===== src/rtl/unit1_issue_queue.sv =====
// unit1_issue_queue: compacting reservation-station issue queue feeding unit1 one op per cycle.
// Define UNIT1_IQ_WAKEUP_BYPASS_EN to let select see same-cycle broadcast wakeups.
module unit1_issue_queue #(
  parameter int DEPTH = 4,
  parameter int TAG_W = 6
) (
  input  logic             clk,
  input  logic             rst,
  input  logic             in_valid,
  output logic             in_ready,
  input  logic [13:0]      in_pc,
  input  logic [5:0]       in_ope,
  input  logic [TAG_W-1:0] in_ds_tag,
  input  logic [TAG_W-1:0] in_dt_tag,
  input  logic             in_ds_rdy,
  input  logic             in_dt_rdy,
  input  logic [31:0]      in_ds_val,
  input  logic [31:0]      in_dt_val,
  input  logic [TAG_W-1:0] in_dd,
  input  logic [15:0]      in_imm,
  input  logic [4:0]       in_opr,
  input  logic [3:0]       in_ctrl,
  input  logic [TAG_W-1:0] alu_addr,
  input  logic [TAG_W-1:0] fpu_addr,
  input  logic [31:0]      alu_dd_val,
  input  logic [31:0]      fpu_dd_val,
  input  logic             flush,
  output logic [13:0]      out_pc,
  output logic [5:0]       out_ope,
  output logic [31:0]      out_ds_val,
  output logic [31:0]      out_dt_val,
  output logic [TAG_W-1:0] out_dd,
  output logic [15:0]      out_imm,
  output logic [4:0]       out_opr,
  output logic [3:0]       out_ctrl,
  output logic [3:0]       count
);
  typedef struct packed {
    logic [13:0]      pc;
    logic [5:0]       ope;
    logic [31:0]      ds_val;
    logic [31:0]      dt_val;
    logic [TAG_W-1:0] dd;
    logic [15:0]      imm;
    logic [4:0]       opr;
    logic [3:0]       ctrl;
  } bundle_t;

  typedef struct packed {
    logic [TAG_W-1:0] ds_tag;
    logic [TAG_W-1:0] dt_tag;
    logic             ds_rdy;
    logic             dt_rdy;
    bundle_t          b;
  } entry_t;

  entry_t           ent_q [DEPTH];
  entry_t           ent_d [DEPTH];
  entry_t           woke  [DEPTH];
  entry_t           new_e, new_w;
  bundle_t          out_q, out_d;
  logic [3:0]       count_q, count_d, sel, wr;
  logic [DEPTH-1:0] elig;
  logic             issue, enq;

  // ALU wins when both buses carry the same tag
  function automatic entry_t wake(input entry_t e, input logic [TAG_W-1:0] aa, input logic [TAG_W-1:0] fa,
                                  input logic [31:0] av, input logic [31:0] fv);
    entry_t r;
    logic   ds_a, ds_f, dt_a, dt_f;
    ds_a = !e.ds_rdy && e.ds_tag != '0 && e.ds_tag == aa;
    ds_f = !e.ds_rdy && e.ds_tag != '0 && e.ds_tag == fa;
    dt_a = !e.dt_rdy && e.dt_tag != '0 && e.dt_tag == aa;
    dt_f = !e.dt_rdy && e.dt_tag != '0 && e.dt_tag == fa;
    r = e;
    r.ds_rdy = e.ds_rdy | ds_a | ds_f;
    r.dt_rdy = e.dt_rdy | dt_a | dt_f;
    r.b.ds_val = ds_a ? av : ds_f ? fv : e.b.ds_val;
    r.b.dt_val = dt_a ? av : dt_f ? fv : e.b.dt_val;
    return r;
  endfunction

  assign new_e = '{ds_tag: in_ds_tag, dt_tag: in_dt_tag,
                   ds_rdy: in_ds_rdy | (in_ds_tag == '0), dt_rdy: in_dt_rdy | (in_dt_tag == '0),
                   b: '{pc: in_pc, ope: in_ope, ds_val: in_ds_val, dt_val: in_dt_val,
                        dd: in_dd, imm: in_imm, opr: in_opr, ctrl: in_ctrl}};

  assign in_ready = count_q < 4'(DEPTH);

  always_comb begin
    new_w = wake(new_e, alu_addr, fpu_addr, alu_dd_val, fpu_dd_val);
    for (int i = 0; i < DEPTH; i++) begin
      woke[i] = wake(ent_q[i], alu_addr, fpu_addr, alu_dd_val, fpu_dd_val);
`ifdef UNIT1_IQ_WAKEUP_BYPASS_EN
      elig[i] = 4'(i) < count_q && woke[i].ds_rdy && woke[i].dt_rdy && (ent_q[i].b.ope[1:0] != 2'b10 || i == 0);
`else
      elig[i] = 4'(i) < count_q && ent_q[i].ds_rdy && ent_q[i].dt_rdy && (ent_q[i].b.ope[1:0] != 2'b10 || i == 0);
`endif
    end
    sel = '0;
    for (int i = DEPTH - 1; i >= 0; i--) if (elig[i]) sel = 4'(i);
    issue = |elig & ~flush;
    enq = in_valid & in_ready & (in_ope != '0) & ~flush;
    wr = count_q - {3'b0, issue};
    out_d = out_q;
    out_d.ope = '0;
    for (int i = 0; i < DEPTH; i++) begin
      ent_d[i] = (issue && 4'(i) >= sel) ? woke[(i < DEPTH - 1) ? i + 1 : i] : woke[i];
      if (enq && 4'(i) == wr) ent_d[i] = new_w;
      if (issue && 4'(i) == sel) out_d = woke[i].b;
    end
    count_d = flush ? '0 : count_q - {3'b0, issue} + {3'b0, enq};
  end

  always_ff @(posedge clk) begin
    if (rst) begin
      count_q <= '0;
      out_q <= '0;
      for (int i = 0; i < DEPTH; i++) ent_q[i] <= '0;
    end else begin
      count_q <= count_d;
      out_q <= out_d;
      for (int i = 0; i < DEPTH; i++) ent_q[i] <= ent_d[i];
    end
  end

  assign out_pc     = out_q.pc;
  assign out_ope    = out_q.ope;
  assign out_ds_val = out_q.ds_val;
  assign out_dt_val = out_q.dt_val;
  assign out_dd     = out_q.dd;
  assign out_imm    = out_q.imm;
  assign out_opr    = out_q.opr;
  assign out_ctrl   = out_q.ctrl;
  assign count      = count_q;
endmodule

===== config.mk =====
export PLATFORM = sky130hd
export DESIGN_NAME = unit1_issue_queue
export DESIGN_NICKNAME = d
export VERILOG_FILES = /design/src/rtl/unit1_issue_queue.sv
export SDC_FILE = /design/constraint.sdc
export NUM_CORES = 2
export LEC_CHECK = 0
export BUFFER_PORTS_ARGS = -buffer_cell sky130_fd_sc_hd__buf_2
export CAP_MARGIN = 40
export CORE_MARGIN = 1
export CORE_UTILIZATION = 45
export CTS_BUF_LIST = sky130_fd_sc_hd__clkbuf_16
export DETAILED_ROUTE_END_ITERATION = 7
export SLEW_MARGIN = 20
export SYNTH_ARGS = -nofsm -noshare
export SYNTH_HDL_FRONTEND = slang
export SYNTH_SLANG_ARGS = --single-unit
export TNS_END_PERCENT = 1

===== constraint.sdc =====
create_clock -name clk -period 10.1 [get_ports clk]
set_input_delay 1.515 -clock clk [delete_from_list [all_inputs] [get_ports clk]]
set_output_delay 1.515 -clock clk [all_outputs]
set_load 0.02 [all_outputs]

Word-level counts from Yosys, hierarchy flattened:

Memory sizes are Yosys's and may differ from the RTL's.
Cells that the tools add are included.

* RAM bits: 516
* flip-flop bits (word level): 119
* bits of input ports: 209
* output and inout bits: 120
* memories kept: 1

Memories
* ent_q: words 4, bits a word 129, read ports 4, clocked after memory_dff 0, write ports 4, RTL line 57 `entry_t ent_q [DEPTH];`

* bitwise operators: 31
* order comparisons: 8
* multiplexer cells: 42
* add/subtract/negate cells: 2
* reduce and logical (&&, ||, !) cells: 80
* equal/unequal tests: 29

Operators with widths (number)
* 129-bit two-way mux: 11
* 32-bit two-way mux: 20
* 115-bit two-way mux: 4
* 6-bit equality test: 20
* 6-bit nonzero test: 11
* 1-bit logical AND: 52
* 1-bit bitwise OR: 26
* 6-bit logical NOT: 2
* 1-bit logical NOT: 10
* 2-bit by 4-bit equality test with 1-bit output (first input constant): 2
* 4-bit logical NOT: 2
* 1-bit by 4-bit < comparator with 1-bit output (first input constant): 2
* 2-bit by 4-bit < comparator with 1-bit output (first input constant): 2
* 2-bit two-way mux: 4
* 2-bit inequality test (second input constant): 3
* 4-bit by 1-bit adder with 4-bit output: 1
* 1-bit AND: 4
* 1-bit by 4-bit equality test with 1-bit output (first input constant): 1
* 2-bit equality test (first input constant): 2
* 1-bit by 2-bit greater-or-equal comparator with 1-bit output (first input constant): 2
* 4-bit by 3-bit < comparator with 1-bit output (second input constant): 1
* 4-bit nonzero test: 1
* 4-bit OR reduction: 1
* 4-bit by 1-bit subtractor with 4-bit output: 1
* other kinds (5): 7

Longest topological paths before layout:

* depth in word-level cells: 14
* mapped depth: 19
* mapped depth without buffers: 13

Least setup slack after synthesis:

Ideal clock, no wire load.

* path type: input to register
* from: input flush
* to: memory ent_q[0][120] (netlist name)
* arrival: 4139 ps
* path slack: 5871 ps
* path buffers: 5
* stages on the path: 14
* data required time: 10009 ps
* cells stage by stage: buf_2 > a21o_1 > buf_4 > inv_2 > buf_2 > ha_1 > ha_1 > and2_0 > a21oi_1 > o21ai_0 > nand4_1 > clkbuf_1 > clkbuf_1 > a311oi_1

RTL lines
* from (decl): RTL line 27 `input logic flush,`
* to (decl): RTL line 57

==> metrics.cfg <==
[run_status]
run_status = finished, violations left
failing_checks = design-rule violations

[layout]
final_layout_size_suffix_gt1_share_pct = 14.4
final_design_area_no_fill_sq_um = 43100
final_core_util_pct = 50.6
layout.nets = 5240
area_growth_syn_to_layout_pct = 11.5

[cts]
cts_tree = done
htree_levels = 3
number_of_buffers_on_the_longest_clock_path = 3
clock_sinks = 635
path_clk_slew_ns = 0.06
cts_repair_resize_count = 0
ctsHoldBuffers = 0
numCtsBuffers = 76
clk_latency_ns = 0.66
cts_root_buffer = sky130_fd_sc_hd__clkbuf_16
cts.repair_timing.setup_buffer_count = 0

[drt]
met1Wirelength_microns = 70300
remaining_drc_errors = 17
routedWlPerCell_microns = 30.0
finalWirelength_microns = 187000
violation_count_after_the_first_detailed_routing_iteration = 6700
drt-vias-per-instance = 7.25
detailroute.wirelength.met2_microns = 76700
route.met3.wl_microns = 26700
firstDrtPassIters = 8
ant_nets = 0
num_vias = 45300
top_layer = met5

[synth]
synth-main-ff-cell = sky130_fd_sc_hd__dfxtp_1
yosys_register_bits = 635
synth_seq_area_share_pct = 32.9
post_synth_mux_area_share_pct = 0.220
synthesis.area_sq_um = 38700
synthesis.yosys.warnings = 0
avgSynthCellArea_sq_um = 7.48
synthDistinctLibCells = 77
synth_cells = 5165
largest_cells_by_area_after_synthesis = sky130_fd_sc_hd__dfxtp_1 (33%), sky130_fd_sc_hd__nand2_1 (8.0%), sky130_fd_sc_hd__a31oi_1 (5.6%)
synth_top_family_by_area = compound AO/OA/AOI/OAI gates
postSynthNetCount = 5378
synth_top_area_cell = sky130_fd_sc_hd__dfxtp_1
synth_most_common_cell = sky130_fd_sc_hd__nand2_1
synth_compound_gate_area_share_pct = 36.0
share_of_synthesized_cell_area_in_and_or_nand_and_nor_gates_pct = 20.4
post-synth-top-area-fraction_pct = 32.9
async_flop_share_pct = 0
edff_count_synth = 0
synthAdderAreaFrac_pct = 0.129
synth.cells.most_frequent = sky130_fd_sc_hd__nand2_1 (819), sky130_fd_sc_hd__dfxtp_1 (635), sky130_fd_sc_hd__clkbuf_1 (524)
post_synthesis_share_of_cell_area_spent_on_xor_and_xnor_gates_pct = 2.85

[power]
power_density_nw_per_um2 = 141
total_leakage_power_nw = 13.5
report.power.total_mw = 6.08
ir_drop_v = 0.000152

[run]
cap_viol_max_count = 0

[timing]
clock-skew-final_ns = 0.0250
timing.fmax_mhz = 163
final-hold-violation-count = 0
slew_viol_final = 0
grt_setup_unrepaired = false
final.min_clock_period_ns = 6.12
timing_worst_slew_pin_value_ns = 1.41
whs_ns = 0.470
maxSlewHeadroom_pct = 6.01
fin_crit_sh_pct = 60.6
final.setup.tns_ns = 0
final_number_of_setup_violating_endpoints = 0

[critical_path]
critical_path.endpoint_type = register
critical_path.startpoint_type = register
cp_cell_sequence = or3_4 -> o211a_1 -> a21oi_1 -> a21o_4 -> clkinv_2 -> ha_1 -> ha_1 -> nor2_1 -> nand4_1 -> o21a_1 -> nor4_4 -> buf_4 -> buf_12 -> buf_4 -> a311o_1 -> a21oi_1
timing.critical_path.required_ns = 10.60
criticalPathCategory = reg2reg
timing.critical_path.fanout_max = 58
cp_top_family = buffers and inverters
worst-endpoint-arrival_ns = 6.62
critPathMaxStageDelay_ns = 0.75
cp_slowest_cell = sky130_fd_sc_hd__buf_4
path_buf_inv = 4

[die]
num_io_pins = 329
die_h_microns = 295
design.die.area_sq_um = 87100
row_count = 107
initial_utilization_pct = 45.4
core_area_sq_um = 85100
die_width_microns = 295

[place]
post_dp_cell_area_sq_um = 40500
dp_hpwl_microns = 109000
port-buffer-count = 328
gp_routability_congestion = 0.928

[global_route]
grt_first_pass_wirelength_microns = 275000
grt_start_max_net_pins = 212
first_global_vias = 41600
gr-total-overflow = 0
grt_usage_pct = 41.3
antenna_found_initial = 18

[hold_path]
holdCritPathClass = reg2reg

[through the flow]
stage | setup WS [ns] | cells
6_report | 3.98 | 6240
5_1_grt | 3.71 | 6237
4_1_cts | 4.05 | 6221
3_5_place_dp | 3.84 | 6083
3_3_place_gp | 3.81 | 6062
2_1_floorplan | 5.87 | 5165
[state kept, by name (all words and copies together) (netlist names)]
name	count
out_opr	5
out_dd	6
ent_q	516
count	4
out_imm	16
out_ctrl	4
out_ds_val	32
out_pc	14
out_ope	6
out_dt_val	32
[logic make-up (layout without fill, tap and decap cells)]
family / count (synthesis) / after routing
flops: 635 / 635
compound gates: 1979 / 1979
simple gates: 1716 / 1716
mux: 8 / 8
buf+inv: 699 / 621
fa+ha+maj: 4 / 4
other cells: 0 / 9
xor+xnor: 124 / 124
[where the power goes]
part / switching [mW] / internal (mW)
Combinational: 0.592 / 0.198
Sequential: 0.0305 / 2.56
Clock: 1.24 / 1.46
Total: 1.86 / 4.22
[final timing paths]
path	start	endpoint	slack [ns]	cells past startpoint
max reg2reg	count[3]	ent_q[3][31]	3.98	16
max	count[3]	ent_q[3][31]	3.98	16
min reg2reg	ent_q[3][16]	ent_q[3][16]	0.47	2
min	ent_q[3][16]	ent_q[3][16]	0.47	2
[per-layer routing]
| metal | global-route usage (%) | vias up |
|---|---|---|
| met2 | 59.6 | 3566 |
| met4 | 25.8 | 18 |
| li1 | - | 19500 |
| met1 | 52.6 | 21400 |
| met3 | 14.0 | 852 |
| met5 | 1.22 | - |
[worst min-delay path, stage by stage, from the launching register on]
cell and delay [ns]:
sky130_fd_sc_hd__dfxtp_1 0.32, sky130_fd_sc_hd__nand2_1 0.05, sky130_fd_sc_hd__a21oi_1 0.05
[cell type report]
class,instances,area (sq um)
Tap cell,1144,1430
Timing Repair Buffer,468,3180
Fill cell,8359,42000
Antenna cell,9,22.5
Clock inverter,62,462
Sequential cell,635,12700
Multi-Input combinational cell,3831,23300
Inverter,15,60.1
Clock buffer,76,1900
[cells in the final DEF, fill, tap and decap left out, drive strengths merged, types with 6 or more instances in the layout]
cell | netlist | final
clkbuf | 525 | 76
o2bb2ai | 23 | 23
a211oi | 47 | 47
a22oi | 133 | 133
and2 | 8 | 8
nand4 | 140 | 140
xnor2 | 97 | 97
a211o | 24 | 24
a31o | 72 | 72
a311o | 6 | 6
o221ai | 33 | 33
and4 | 8 | 8
or4 | 6 | 6
inv | 14 | 35
nor4 | 235 | 235
nand3 | 56 | 56
nor2 | 314 | 314
a221o | 21 | 21
a2111oi | 16 | 16
diode | 0 | 9
o22ai | 47 | 47
clkinv | 1 | 39
nor3 | 66 | 66
dfxtp | 635 | 635
nand2 | 821 | 821
a221oi | 82 | 82
and3 | 41 | 41
or3 | 10 | 10
o31ai | 139 | 139
o211ai | 159 | 159
o21ai | 359 | 359
xor2 | 27 | 27
a31oi | 369 | 369
a311oi | 191 | 191
a21o | 42 | 42
a21oi | 206 | 206
buf | 159 | 468
No activity file was read; power rests on OpenSTA's default activity.
